## config.mk

```make
export PLATFORM = sky130hd
export DESIGN_NAME = hazard_scoreboard
export DESIGN_NICKNAME = d
export VERILOG_FILES = /design/src/rtl/hazard_pkg.sv /design/src/rtl/hazard_match.sv /design/src/rtl/hazard_scoreboard.sv
export SDC_FILE = /design/constraint.sdc
export NUM_CORES = 1
export LEC_CHECK = 0
export CAP_MARGIN = 30
export CELL_PAD_IN_SITES_DETAIL_PLACEMENT = 0
export CELL_PAD_IN_SITES_GLOBAL_PLACEMENT = 1
export CORE_MARGIN = 5
export CORE_UTILIZATION = 35
export CTS_CLUSTER_DIAMETER = 30
export DETAILED_ROUTE_END_ITERATION = 7
export PLACE_DENSITY_LB_ADDON = 0.1
export SLEW_MARGIN = 20
export SYNTH_ARGS = -nofsm -noshare
export SYNTH_HDL_FRONTEND = slang
export SYNTH_SLANG_ARGS = --single-unit
```

## constraint.sdc

```tcl
create_clock -name clk -period 8.45 [get_ports clk]
set_input_delay 2.535 -clock clk [delete_from_list [all_inputs] [get_ports clk]]
set_output_delay 2.535 -clock clk [all_outputs]
set_load 0.1 [all_outputs]
```

## src/rtl/hazard_pkg.sv

```systemverilog
// hazard_pkg: shared FSM state and scoreboard entry types for the hazard scoreboard
package hazard_pkg;
  localparam int SB_RD_W = 8;
  typedef enum logic {IDLE, WAIT_PC} state_e;
  typedef struct packed {
    logic               valid;
    logic [SB_RD_W-1:0] rd;
  } sb_entry_t;
endpackage

```

## src/rtl/hazard_match.sv

```systemverilog
// hazard_match: compares one source register against every in-flight destination
module hazard_match
  import hazard_pkg::*;
#(
  parameter int STAGES         = 3,
  parameter bit ZERO_HARDWIRED = 1'b1
) (
  input  logic [SB_RD_W-1:0]     src_i,
  input  logic                   used_i,
  input  sb_entry_t [STAGES-1:0] entries_i,
  output logic                   hit_o
);
  logic [STAGES-1:0] m;
  for (genvar g = 0; g < STAGES; g++) begin : g_cmp
    assign m[g] = entries_i[g].valid && (entries_i[g].rd == src_i);
  end
  assign hit_o = used_i && (|m) && !(ZERO_HARDWIRED && (src_i == '0));
endmodule

```

## src/rtl/hazard_scoreboard.sv

```systemverilog
// hazard_scoreboard: tracks in-flight destinations for data hazards and stalls on
// control transfers until the PC redirect lands, with a watchdog on the wait.
module hazard_scoreboard
  import hazard_pkg::*;
#(
  parameter int NUM_REGS       = 16,
  parameter int STAGES         = 3,
  parameter int DATA_SEG_REG   = 14,
  parameter int MAX_WAIT       = 16,
  parameter bit ZERO_HARDWIRED = 1'b1,
  localparam int REG_W         = $clog2(NUM_REGS),
  localparam int IW            = $clog2(STAGES + 1)
) (
  input  logic             clk,
  input  logic             rst,
  input  logic             issue_valid,
  input  logic [REG_W-1:0] rs,
  input  logic [REG_W-1:0] rt,
  input  logic [REG_W-1:0] rd,
  input  logic             rs_used,
  input  logic             rt_used,
  input  logic             rd_used,
  input  logic             rd_we,
  input  logic             data_reg,
  input  logic             ret,
  input  logic             call,
  input  logic             pc_update,
  input  logic             flush,
  output logic             data_hazard,
  output logic             pc_hazard,
  output logic             stall,
  output logic             timeout_err,
  output logic [IW-1:0]    inflight
);
  localparam int CW = $clog2(MAX_WAIT);

  sb_entry_t [STAGES-1:0] entry_q, entry_d;
  state_e                 state_q, state_d;
  logic [CW-1:0]          cnt_q, cnt_d;
  logic                   err_q, err_d;
  logic                   hit_s, hit_t, hit_d;
  logic [SB_RD_W-1:0]     src_s;

  assign src_s = data_reg ? SB_RD_W'(DATA_SEG_REG) : SB_RD_W'(rs);

  hazard_match #(.STAGES(STAGES), .ZERO_HARDWIRED(ZERO_HARDWIRED)) u_match_s (
    .src_i(src_s), .used_i(rs_used), .entries_i(entry_q), .hit_o(hit_s));
  hazard_match #(.STAGES(STAGES), .ZERO_HARDWIRED(ZERO_HARDWIRED)) u_match_t (
    .src_i(SB_RD_W'(rt)), .used_i(rt_used), .entries_i(entry_q), .hit_o(hit_t));
  hazard_match #(.STAGES(STAGES), .ZERO_HARDWIRED(ZERO_HARDWIRED)) u_match_d (
    .src_i(SB_RD_W'(rd)), .used_i(rd_used), .entries_i(entry_q), .hit_o(hit_d));

  assign data_hazard = issue_valid && (state_q == IDLE) && (hit_s || hit_t || hit_d);
  assign pc_hazard   = (state_q == WAIT_PC) && !pc_update;
  assign stall       = data_hazard || pc_hazard;
  assign timeout_err = err_q;

  always_comb begin
    inflight = '0;
    for (int i = 0; i < STAGES; i++) inflight = inflight + IW'(entry_q[i].valid);
  end

  // The pipe keeps draining while stalled; a stalled slot enters as a bubble.
  always_comb begin
    entry_d[0] = (issue_valid && rd_we && !stall) ? {1'b1, SB_RD_W'(rd)} : '0;
    for (int i = 1; i < STAGES; i++) entry_d[i] = entry_q[i-1];
    if (flush) entry_d = '0;
  end

  // Timeout fires on the cycle the counter would reach MAX_WAIT-1.
  always_comb begin
    state_d = state_q;
    cnt_d   = cnt_q;
    err_d   = err_q;
    if (state_q == IDLE) begin
      if (issue_valid && (ret || call) && !data_hazard) begin
        state_d = WAIT_PC;
        cnt_d   = '0;
      end
    end else if (pc_update) begin
      state_d = IDLE;
    end else if (cnt_q == CW'(MAX_WAIT - 2)) begin
      state_d = IDLE;
      err_d   = 1'b1;
    end else begin
      cnt_d = cnt_q + 1'b1;
    end
    if (flush) state_d = IDLE;
  end

  always_ff @(posedge clk or posedge rst) begin
    if (rst) begin
      entry_q <= '0;
      state_q <= IDLE;
      cnt_q   <= '0;
      err_q   <= 1'b0;
    end else begin
      entry_q <= entry_d;
      state_q <= state_d;
      cnt_q   <= cnt_d;
      err_q   <= err_d;
    end
  end
endmodule

```

==> results of run 1 <==
[critical path, cell delays in order]
cell and delay, ns:
clkdlybuf4s50_1 0.63, or4_1 0.60, o21ai_2 0.17, nor4_1 0.08
nor3_2 0.23, nand3_1 0.14, and2_1 0.19, or2_1 0.20
buf_4 0.23
[power by group through the flow]
stage | logic (mW) | registers (mW) | clock network (mW)
2_1_floorplan | 0.0279 | 0.109 | 0
3_3_place_gp | 0.0482 | 0.110 | 0
3_5_place_dp | 0.0486 | 0.110 | 0
4_1_cts | 0.0489 | 0.108 | 0.0657
5_1_grt | 0.0527 | 0.109 | 0.0691
6_report | 0.0484 | 0.108 | 0.0643
[cells in the final DEF (no fill, tap or decap), types with 4 or more instances in the layout]
master,netlist,routed
nand3_1,12,12
clkdlybuf4s50_1,0,27
nand2_1,6,6
xor2_1,12,12
nor2_1,4,4
o21ai_0,9,9
nor2b_1,13,13
nor3_1,5,5
inv_1,7,7
nand2b_1,5,5
nor4_1,6,6
and2_1,7,7
dfrtp_1,21,21
xnor2_1,15,15
[layout make-up]
cell class | count | area, sq um | share of cell area
Inverter | 7 | 26.3 | 0.0147
Sequential cell | 21 | 526 | 0.293
Tap cell | 50 | 62.6 | 0.0349
Timing Repair Buffer | 29 | 285 | 0.159
Multi-Input combinational cell | 122 | 848 | 0.473
Clock buffer | 4 | 45.0 | 0.0251
[per-layer routing]
| layer | global-route usage | share of wire | up-vias | routed length [um] |
|---|---|---|---|---|
| li1 | - | - | 602 | - |
| met1 | 0.198 | 0.46 | 591 | 1670 |
| met2 | 0.243 | 0.49 | 27 | 1780 |
| met3 | 0.0233 | 0.048 | 2 | 175 |
| met4 | 0.0362 | 0.0058 | 0 | 21 |
| met5 | 0 | 0 | - | 0 |
[sequential cells by signal, indices dropped and copies added (netlist names)]
register	count
timeout_err	1
state_q	1
cnt_q	4
entry_q	15
[path summary, 6_finish.rpt]
check / start / depth (start not counted) / end
worst max-delay path: data_reg / 9 / stall
worst min-delay path: timeout_err / 1 / timeout_err
worst max register to register: entry_q[10] / 7 / state_q
worst min register to register: timeout_err / 1 / timeout_err
max in group asynchronous: rst / 2 / cnt_q[0]
min in group asynchronous: rst / 2 / entry_q[17]
[logic make-up after synthesis]
group / count (synthesis) / share of synthesized area
AO/OA/AOI/OAI: 28 / 0.143
buffers and inverters: 9 / 0.0240
flip-flops: 21 / 0.373
XOR/XNOR: 27 / 0.168
adder cells (fa/ha/maj): 3 / 0.0320
AND/OR/NAND/NOR: 64 / 0.260
==> impl_metrics.tcl, run 1 <==
set metrics [dict create \
    status "finished clean" \
    synth_common_cells "dfrtp_1 (21), xnor2_1 (15), nor2b_1 (13)" \
    areaGrowthSynthToFinish_pct 27.4 \
    synthTopCellsByArea "dfrtp_1 (37%), xnor2_1 (9.3%), xor2_1 (7.5%)" \
    die_x_um 73.4 \
    cts_tree "yes" \
    syn_area_sq_um 1410 \
    sw_frac_of_total 0.282 \
    antenna_left 0 \
    dpl.hpwl_um 2940 \
    skew_ns 0.00158 \
    hold-worst-slack_ns 0.485 \
    grt_overflow 0 \
    crit_path_start_kind "input port" \
    final_hold_viol_count 0 \
    finalNetCount 211 \
    ys_warn_count 0 \
    vias 1222 \
    drt_first_pass_iters 4 \
    drt-wirelength-per-cell_um 15.6 \
    rsz0062_at_grt "false" \
    cts_num_sinks 21 \
    power_frac_clock 0.291 \
    wirelength_um 3650 \
    antenna_found_initial 0 \
    clk_latency_ns 0.26 \
    dieArea_sq_um 5390 \
    fillCellCount 394 \
    drv_cap 0 \
    max_freq_mhz 132 \
    cts_root_buf "clkbuf_8" \
    setup_viol 0 \
    fin_tns_setup_ns 0 \
    grt_pass1_wl_um 5990 \
    peakVddDrop_mv 0.0693 \
    drt_iter0_drc 45 \
    io_buffers 29 \
    core_sq_um 3940 \
    p_leak_nw 0.722 \
    seqPwrFrac 0.490 \
    grt_start_max_net_pins 22 \
    final_cells 233 \
    synth-main-ff-cell "dfrtp_1" \
    yosysSeqAreaShare 0.373 \
    maxSlewViolCount 0 \
    arrival_ns 5.01 \
    layout-drive-gt1-share 0.0546 \
    clk_pin_slew_ns 0.07 \
    dieHeight_um 73.4 \
    diodes 0 \
    power_frac_comb 0.219 \
    gp_congestion 0.783 \
    cts_hold_buf 0 \
    required_ns 5.92 \
    synthMostInstantiatedCell "dfrtp_1" \
    clk_path_buf_depth 2 \
    route.detailed.drc 0 \
    synth_edf_count 0 \
    numCtsBuffers 3 \
    ys_types 34 \
    cts_setup_buffers 0 \
    cts_resized 0 \
    syn_nets 179 \
    netlist.area_leader.share 0.373 \
    ys_ff_latch 21 \
    async_flop_share 1.00 \
    worstSetupPathType "in -> out" \
    grt_pass1_vias 1219 \
    slew_headroom 0.353 \
    powerDensity_nw_per_um2 123 \
    post-place-ws_ns 0.896 \
    crit_fanout 14 \
    min_path_type "reg -> reg" \
    cts_htree_levels 1 \
    syn_avg_cell_area_sq_um 9.26 \
    worst_slack_ns 0.903 \
    reg2reg_slack_ns 6.40 \
    period_needed_ns 7.55 \
    synthCells 152 \
    dp_cells 229 \
    finalCritPeriodShare 0.893 \
    io_pins 30 \
    fin_util 0.455 \
    stdcell_area_sq_um 1790 \
    initial_core_util 0.357 \
    place_area_sq_um 1750 \
    worst_pin_slew_ns 0.967 \
    cp-end-kind "output port" \
    p_int_mw 0.159 \
    placementRows 23 \
    synth_top_area_cell "dfrtp_1" \
    p_sw_mw 0.0622 \
    grt.total_usage 0.146 \
    finalPower_mw 0.221 \
    viasPerCell 5.24 \
]
(Power assumes the default switching activity.)
==> inputs of run 2 (changes only) <==
==> constraint.sdc (replaced) <==
create_clock -name clk -period 8.45 [get_ports clk]
set_input_delay 2.1125 -clock clk [delete_from_list [all_inputs] [get_ports clk]]
set_output_delay 2.1125 -clock clk [all_outputs]
set_load 0.1 [all_outputs]
==> run 2 against run 1 <==
Sequential share of layout area down 0.10 points; critical path depth is the same; global-route usage is essentially flat; combinational power about the same; design area increased by 0.35%; die area stayed put; first-iteration DRC count down 31%; worst hold slack about the same; largest cell class unchanged.
==> impl_metrics.tcl, run 2 (synthesized netlist as in run 1, its figures left out) <==
set metrics [dict create \
    status "finished clean" \
    arrival_ns 5.32 \
    largest_register_ffs 15 \
    core_sq_um 3940 \
    viasPerCell 5.27 \
    stdcell_area_sq_um 1800 \
    areaGrowthSynthToFinish_pct 27.8 \
    skew_ns 0.00245 \
    final_cell_mix "clkdlybuf4s50_1 (29), dfrtp_1 (21), xnor2_1 (15)" \
    critical-path-top-delay-family "buffers and inverters" \
    crit_path_start_kind "input port" \
    worst_pin_slew_ns 0.978 \
    worst_slack_ns 1.02 \
    worstPathCellList "clkdlybuf4s50_1 > or4_1 > o21ai_2 > a211oi_1 > a22oi_2 > nand3_1 > and2_1 > or2_1 > clkdlybuf4s50_1" \
    clk_pin_slew_ns 0.07 \
    drt_iter0_drc 31 \
    vias 1229 \
    diodes 0 \
    die_x_um 73.4 \
    fin_tns_setup_ns 0 \
    numCtsBuffers 3 \
    route.detailed.drc 0 \
    largestRegisters "entry_q x15, cnt_q x4" \
    dieHeight_um 73.4 \
    grt.total_usage 0.146 \
    io_pins 30 \
    io_buffers 29 \
    crit_path_top_delay_cell "clkdlybuf4s50_1" \
    period_needed_ns 7.43 \
    finalCritPeriodShare 0.879 \
    clk_path_buf_depth 2 \
    multi_input_area_sq_um 848 \
    dp_cells 229 \
    dieArea_sq_um 5390 \
    antenna_left 0 \
    finalPower_mw 0.222 \
    crit_top_cell "clkdlybuf4s50_1" \
    max_freq_mhz 135 \
    grt_start_max_net_pins 22 \
    cts_htree_levels 1 \
    powerDensity_nw_per_um2 123 \
    wirelength_um 3560 \
    critPathBufInv 2 \
    gp_congestion 0.782 \
    maxSlewViolCount 0 \
    drv_cap 0 \
    initial_core_util 0.357 \
    drt_first_pass_iters 4 \
    critPathMaxStageDelay_ns 0.96 \
    p_leak_nw 0.721 \
    final_hold_viol_count 0 \
    post-place-ws_ns 1.02 \
    cp-end-kind "output port" \
    cts_hold_buf 0 \
    crit_fanout 14 \
    cts_tree "yes" \
    clk_latency_ns 0.26 \
    final_cells 233 \
    dpl.hpwl_um 2890 \
    place_area_sq_um 1750 \
    antenna_found_initial 0 \
    largest-register "entry_q" \
    grt_pass1_vias 1220 \
    finalNetCount 211 \
    cts_num_sinks 21 \
    grt_pass1_wl_um 6050 \
    rsz0062_at_grt "false" \
    setup_viol 0 \
    layout-drive-gt1-share 0.0492 \
    peakVddDrop_mv 0.0818 \
    cts_resized 0 \
    cts_setup_buffers 0 \
    slew_headroom 0.346 \
    min_path_type "reg -> reg" \
    worstSetupPathType "in -> out" \
    cts_root_buf "clkbuf_8" \
    grt_overflow 0 \
    final_common_cell "clkdlybuf4s50_1" \
    fin_util 0.456 \
    drt-wirelength-per-cell_um 15.3 \
    required_ns 6.34 \
    register_area_sq_um 526 \
    fillCellCount 395 \
    hold-worst-slack_ns 0.486 \
    placementRows 23 \
]
run 2: final cells by class:
cell class / count / share of cell area
Clock buffer: 3 / 0.0229
Clock inverter: 1 / 0.00278
Inverter: 7 / 0.0146
Multi-Input combinational cell: 122 / 0.471
Sequential cell: 21 / 0.292
Tap cell: 50 / 0.0348
Timing Repair Buffer: 29 / 0.161
run 2: power breakdown:
part	total (mW)	internal, mW	switching, mW
sequential	0.108	0.103	0.00453
clock	0.0657	0.0329	0.0328
combinational	0.0481	0.0216	0.0265
total	0.222	0.158	0.0638
run 2: metal layers:
metal / wire, um / global-route usage / up-vias
met1: 1640 / 0.196 / 598
li1: - / - / 605
met2: 1710 / 0.231 / 19
met5: 0 / 0 / -
met4: 80 / 0.0563 / 0
met3: 136 / 0.0274 / 7
run 2: final timing paths:
path	startpoint	endpoint	slack, ns	depth (start not counted)
worst max-delay path	data_reg	stall	1.02	9
worst min-delay path	timeout_err	timeout_err	0.49	1
worst max register to register	entry_q[10]	cnt_q[3]	6.44	7
worst min register to register	timeout_err	timeout_err	0.49	1
max in group asynchronous	rst	timeout_err	5.66	2
min in group asynchronous	rst	entry_q[17]	2.29	2
==> inputs of run 3 (changes only) <==
- CTS_BUF_LIST: unset -> sky130_fd_sc_hd__clkbuf_16
==> run 3 against run 2 <==
Clock power increased by 52%; cell count increased by 0.43%; critical endpoint unchanged; clock-buffer cell count unchanged; non-clock buffer count increased by 1; sequential power about the same; via count increased by 0.90%; first-iteration DRC count decreased by 16%; design area increased by 2.7%; largest cell class unchanged; clock skew increased by 0.00069 ns; critical path type unchanged; highest routed layer unchanged; wire length increased by 1.5%; critical path depth unchanged.
==> impl_metrics.tcl, run 3 (synthesized netlist as in run 1, its figures left out) <==
set metrics [dict create \
    dieArea_sq_um 5390 \
    clk_pin_slew_ns 0.06 \
    rsz0062_at_grt "false" \
    placementRows 23 \
    status "finished clean" \
    grt_overflow 0 \
    vias 1240 \
    clk_path_buf_depth 2 \
    worstSetupPathType "in -> out" \
    viasPerCell 5.30 \
    largestRegisters "entry_q x15, cnt_q x4" \
    grt_pass1_vias 1273 \
    cp-end-kind "output port" \
    fin_tns_setup_ns 0 \
    drv_cap 0 \
    p_leak_nw 0.744 \
    crit_path_start_kind "input port" \
    clk_latency_ns 0.26 \
    antenna_left 0 \
    core_sq_um 3940 \
    cts_resized 0 \
    dpl.hpwl_um 2890 \
    drt-wirelength-per-cell_um 15.4 \
    powerDensity_nw_per_um2 139 \
    arrival_ns 5.31 \
    layout-drive-gt1-share 0.0543 \
    initial_core_util 0.357 \
    slew_headroom 0.346 \
    cts_hold_buf 0 \
    drt_first_pass_iters 4 \
    cts_root_buf "clkbuf_16" \
    max_freq_mhz 135 \
    io_buffers 29 \
    skew_ns 0.00314 \
    route.detailed.drc 0 \
    setup_viol 0 \
    min_path_type "reg -> reg" \
    peakVddDrop_mv 0.0840 \
    numCtsBuffers 3 \
    maxSlewViolCount 0 \
    required_ns 6.34 \
    worst_pin_slew_ns 0.978 \
    crit_path_start "data_reg" \
    reg2reg_from "entry_q[10]" \
    grt.total_usage 0.149 \
    place_area_sq_um 1750 \
    cts_num_sinks 21 \
    period_needed_ns 7.43 \
    final_cell_mix "clkdlybuf4s50_1 (29), dfrtp_1 (21), xnor2_1 (15)" \
    die_x_um 73.4 \
    io_pins 30 \
    largest_register_ffs 15 \
    grt_start_max_net_pins 22 \
    grt_pass1_wl_um 6180 \
    hp-start "timeout_err" \
    dieHeight_um 73.4 \
    final_hold_viol_count 0 \
    diodes 0 \
    antenna_found_initial 0 \
    gp_congestion 0.782 \
    finalCritPeriodShare 0.879 \
    finalNetCount 212 \
    cts_setup_buffers 0 \
    wirelength_um 3620 \
    crit_fanout 14 \
    cts_tree "yes" \
    final_common_cell "clkdlybuf4s50_1" \
    stdcell_area_sq_um 1850 \
    largest-register "entry_q" \
    areaGrowthSynthToFinish_pct 31.3 \
    drt_iter0_drc 26 \
    cts_htree_levels 1 \
    fillCellCount 391 \
]
run 3: changes by cell type in the layout (fill, tap and decap cells not counted):
| cell | change |
|---|---|
| buf_8 | +1 |
| clkbuf_16 | +3 |
| clkbuf_8 | -3 |
run 3: routing by layer:
metal / GRT usage / vias to the layer above / wire, um
met5: 0 / - / 0
met4: 0.0604 / 0 / 74
met3: 0.0315 / 7 / 211
met2: 0.237 / 30 / 1750
met1: 0.196 / 599 / 1580
li1: - / 604 / -
run 3: per-stage QoR:
stage	power [mW]	cells	worst slack [ns]	hold WS (ns)	util
3_5_place_dp	0.158	229	1.02	0.474	0.445
3_3_place_gp	0.158	229	1.07	0.471	0.445
6_report	0.257	234	1.02	0.482	0.469
4_1_cts	0.259	233	1.01	0.485	0.465
5_1_grt	0.270	234	0.855	0.533	0.469
2_1_floorplan	0.136	152	1.73	0.514	-
run 3: final cells by class:
cell class              count  area, sq um  share of cell area
multi-input cells         122          848               0.459
clock inverters             1         5.00             0.00271
flip-flops and latches     21          526               0.284
inverters                   7         26.3              0.0142
repair buffers             30          305               0.165
well taps                  50         62.6              0.0339
clock buffers               3         75.1              0.0406
run 3: critical path: stages:
cell	delay, ns
clkdlybuf4s50_1	0.63
or4_1	0.60
o21ai_2	0.17
a211oi_1	0.08
a22oi_2	0.21
nand3_1	0.14
and2_1	0.19
or2_1	0.20
clkdlybuf4s50_1	0.96
run 3: worst paths after layout:
path	to	slack (ns)	cells past startpoint
worst max register to register	cnt_q[3]	6.43	7
worst min register to register	timeout_err	0.48	1
worst max-delay path	stall	1.02	9
max in group asynchronous	cnt_q[3]	6.06	3
worst min-delay path	timeout_err	0.48	1
min in group asynchronous	entry_q[17]	2.04	2
run 3: power breakdown:
part           total (mW)  switching [mW]  internal [mW]
Clock               0.100          0.0366         0.0636
Combinational      0.0490          0.0268         0.0222
Sequential          0.108         0.00457          0.104
Total               0.257          0.0679          0.189
